File: config.mk
export PLATFORM = sky130hd
export DESIGN_NAME = pipe_stage_reg
export DESIGN_NICKNAME = d
export VERILOG_FILES = /design/src/rtl/pipe_pkg.sv /design/src/rtl/pipe_stage_reg.sv
export SDC_FILE = /design/constraint.sdc
export NUM_CORES = 1
export LEC_CHECK = 0
export ABC_AREA = 0
export ABC_CLOCK_PERIOD_IN_PS = 4000
export CORE_ASPECT_RATIO = 0.6
export CORE_MARGIN = 2
export CORE_UTILIZATION = 55
export CTS_BUF_LIST = sky130_fd_sc_hd__clkbuf_2
export DETAILED_ROUTE_END_ITERATION = 10
export GPL_TIMING_DRIVEN = 0
export PLACE_DENSITY = 0.86
export SYNTH_ARGS = -nofsm -noshare
export SYNTH_HDL_FRONTEND = slang
export SYNTH_SLANG_ARGS = --single-unit
File: constraint.sdc
create_clock -name clk -period 4 [get_ports clk]
set_input_delay 0.4 -clock clk [delete_from_list [all_inputs] [get_ports clk]]
set_output_delay 0.4 -clock clk [all_outputs]
set_load 0.01 [all_outputs]
File: src/rtl/pipe_pkg.sv
// pipe_pkg: shared state encoding, NOP constant and per-stage payload layouts
package pipe_pkg;

  typedef enum logic [1:0] {
    EMPTY = 2'd0,
    BUSY  = 2'd1,
    FULL  = 2'd2
  } pipe_state_t;

  localparam logic [31:0] PIPE_NOP = 32'h0;

  typedef struct packed {
    logic [31:0] pc;
    logic [31:0] instr;
  } fd_payload_t;

  typedef struct packed {
    logic [31:0] pc;
    logic [31:0] instr;
    logic [31:0] rs_val;
    logic [31:0] rt_val;
  } de_payload_t;

  typedef struct packed {
    logic [31:0] pc;
    logic [31:0] instr;
    logic [31:0] rt_val;
    logic [31:0] result;
    logic        branch;
  } em_payload_t;

endpackage

File: src/rtl/pipe_stage_reg.sv
// pipe_stage_reg: valid/ready pipeline register with flush and optional two-entry skid buffer
module pipe_stage_reg
  import pipe_pkg::*;
#(
  parameter int                DATA_W = 32,
  parameter bit                SKID   = 1'b1,
  parameter logic [DATA_W-1:0] BUBBLE = '0
) (
  input  logic              clk,
  input  logic              reset,
  input  logic              flush,
  input  logic              in_valid,
  output logic              in_ready,
  input  logic [DATA_W-1:0] in_data,
  output logic              out_valid,
  input  logic              out_ready,
  output logic [DATA_W-1:0] out_data,
  output logic [1:0]        occupancy
);

  pipe_state_t       state;
  logic [DATA_W-1:0] main;
  logic              in_fire;
  logic              out_fire;

  assign out_valid = state != EMPTY;
  assign out_data  = main;
  assign in_fire   = in_valid && in_ready;
  assign out_fire  = out_valid && out_ready;
  assign occupancy = state == FULL ? 2'd2 : state == BUSY ? 2'd1 : 2'd0;

  if (SKID) begin : g_skid
    logic [DATA_W-1:0] skid;
    assign in_ready = state != FULL;
    // head plus overflow entry; a stalled head parks the next word in skid instead of blocking upstream
    always_ff @(posedge clk or negedge reset) begin
      if (!reset) begin
        state <= EMPTY;
        main  <= BUBBLE;
        skid  <= BUBBLE;
      end else if (flush) begin
        state <= EMPTY;
        main  <= BUBBLE;
        skid  <= BUBBLE;
      end else begin
        case (state)
          EMPTY: if (in_fire) begin
            main  <= in_data;
            state <= BUSY;
          end
          BUSY: if (in_fire && out_fire) main <= in_data;
          else if (in_fire) begin
            skid  <= in_data;
            state <= FULL;
          end else if (out_fire) state <= EMPTY;
          FULL: if (out_fire) begin
            main  <= skid;
            state <= BUSY;
          end
          default: state <= EMPTY;
        endcase
      end
    end
  end else begin : g_pass
    assign in_ready = !out_valid || out_ready;
    // single entry; ready passes straight through from downstream so a draining head can be refilled
    always_ff @(posedge clk or negedge reset) begin
      if (!reset) begin
        state <= EMPTY;
        main  <= BUBBLE;
      end else if (flush) begin
        state <= EMPTY;
        main  <= BUBBLE;
      end else if (in_fire) begin
        main  <= in_data;
        state <= BUSY;
      end else if (out_fire) state <= EMPTY;
    end
  end

endmodule

==> flow_summary.yaml <==
critical_path:
  reg2reg_depth: 8
  end_kind: "register"
  regToRegEndpoint: "out_data[29]"
  reg2reg_slack_ps: 1540
  critPathRequiredTime_ps: 4360
  slowest_delay_ps: 680
  crit_fanout: 10
  r2r-start: "state[0]"
  crit_path_cell_trace: "inv_1 -> ha_1 -> clkbuf_1 -> o41ai_2 -> or2_1 -> buf_4 -> buf_8 -> a211oi_2"
  arrival_ps: 2820
  crit_type: "register to register"
  critPathSlowestCell: "o41ai_2"
  worstSetupStartpointType: "register"
drt:
  via_count: 2781
  wire_per_inst_um: 17.6
  vias_per_cell: 5.72
  drt_pass1_iterations: 4
  drc: 0
  drtIter0Drc: 162
  drtAntennaViolNets: 0
  totalWireLength_um: 8550
global_route:
  grt_antenna_before_repair: 0
  track_usage_pct: 27.7
  overflow: 0
  grt_max_degree: 67
  first_global_vias: 2868
  grt_pass1_wl_um: 14400
logic_synthesis:
  synth_cell_types: 27
  synth-edff-count: 0
  synthTopCellsByCount: "dfrtp_1 (66), nand2_1 (66), a21oi_1 (33)"
  synth_nets: 361
  synth.yosys.seq_area_share_pct: 49.6
  async_flop_share_pct: 100
  syn_area_per_cell_sq_um: 10.5
  netlist_top_cells_area: "dfrtp_1 (50%), a211oi_2 (11%), mux2i_1 (9.6%)"
  synthesis.area_sq_um: 3330
  synthFlopType: "dfrtp_1"
  postSynthCellCount: 318
  netlist.area_leader.share_pct: 49.6
  yosys_warnings: 0
  ys_ff_latch: 66
  yosys.area.top_type: "dfrtp_1"
sta:
  tightest_slew_ps: 829
  rsz0062_at_grt: "no"
  fin_tns_setup_ps: 0
  slew_headroom_pct: 44.7
  hold_viol_final: 0
  skew_ps: 14.6
  fmax_ghz: 0.407
  slew_violations: 0
  finalCritPeriodShare_pct: 61.4
  min_period_ps: 2460
  setup_viol: 0
die:
  die_area_sq_um: 6720
  fp.dieW_um: 104
  fp-row-count: 21
  die_h_um: 64.3
  io_pins: 73
  floorplan.initialDensity_pct: 58.4
  core_area_sq_um: 5700
placed_design:
  port_buffers: 71
  post-dp-hpwl_um: 5890
  placed_cells: 469
  gp_congestion: 0.868
clock_network:
  clock-sinks: 66
  cts_max_path_buffers: 2
  cts_tree: "done"
  clk-insertion-delay-late_ps: 500
  cts_buffers: 9
  clockRootBuffer: "clkbuf_2"
  htree_levels: 3
  path_clk_slew_ps: 180
  ctsHoldBuffers: 1
  cts_setup_buffers: 0
  cts_resized: 0
pwr:
  leakage_nw: 1.69
  power_density_nw_per_um2: 725
  ir_worst_vdd_uv: 395
layout:
  diodes: 0
  layout.cells.non_filler: 486
  drive_gt1_share_pct: 16.5
  area_growth_pct: 28.0
  nets: 444
min_path:
  whs_path_depth: 3
  hp-start: "flush"
  hold_end: "state[0]"
  hold_class: "input port to register"
flow_run:
  maxCapViolations: 0
status:
  status: "finished, final reports clean"
==> critical path: cells and delay by family, from the launching register on <==
kind | cells | cell delay, ps
flops | 1 | 470
buf+inv | 4 | 640
compound gates | 2 | 770
simple gates | 1 | 180
fa+ha+maj | 1 | 250
==> placed cells by master, fill, tap and decap left out, types with 2 or more instances in the layout <==
master            n
clkbuf_2          9
ha_1              6
dfrtp_1          66
a21oi_1          33
a211oi_1          2
clkbuf_1         13
clkinv_2          2
nor3_1           32
clkinvlp_4        4
buf_8             3
clkdlybuf4s50_1  70
inv_1             5
mux2i_1          32
a211oi_2         30
nor2_1            3
nor2b_1           2
buf_2             9
nand2_1          66
buf_4             5
==> worst max-delay path by stage <==
stage                               to  depth (start not counted)  startpoint  slack [ps]
after floorplan            out_data[0]                          8    state[0]        1960
after global placement    out_data[16]                          1       reset         340
after detailed placement  out_data[29]                          6   out_ready        1520
after CTS                    out_valid                          4    state[0]        1540
after global routing      out_data[26]                          7    state[0]        1410
final                     out_data[29]                          8    state[0]        1540
==> per-layer routing <==
metal	up-vias	routed length, um	global-route usage [%]
met5	-	0	0
met4	0	123	6.42
met3	15	530	8.78
met2	96	4170	44.0
met1	1383	3730	37.3
li1	1287	-	-
==> power by group <==
part	total [mW]	internal, mW	switching, mW
Combinational	1.69	0.812	0.883
Clock	0.392	0.141	0.251
Sequential	1.01	0.876	0.131
Total	3.09	1.83	1.27
==> stage by stage <==
stage                     utilization, %  worst slack, ps  area [sq um]  power [mW]  hold slack [ps]
after global routing                74.8             1410          4270        3.29              309
after floorplan                        -             1960          3330        2.05              104
after detailed placement            72.6             1520          4140        2.70              515
after global placement              72.7              344          4140        2.64              510
after CTS                           74.8             1540          4270        3.10              283
final                               74.8             1540          4270        3.09              310
==> sequential cells by signal, indices dropped and copies added, names as in the netlist <==
register,count
state,2
g_skid.skid,32
out_data,32
==> kinds of logic (layout without fill, tap and decap cells) <==
family / Yosys count / count (layout) / share of synthesized area, %
simple gates: 109 / 109 / 14.3
compound gates: 69 / 69 / 18.2
flops: 66 / 66 / 49.6
buf+inv: 35 / 123 / 5.75
mux: 33 / 33 / 9.95
fa+ha+maj: 6 / 6 / 2.25
==> final cells by class <==
type                    instances  area [sq um]
plain buffers                  29           169
clock buffers                   9          45.0
clock inverters                 7          70.1
fillers                       432          1440
inverters                       6          22.5
multi-input cells             217          1490
flip-flops and latches         66          1650
well taps                      80           100
repair buffers                 72           718
(Power assumes the default switching activity.)
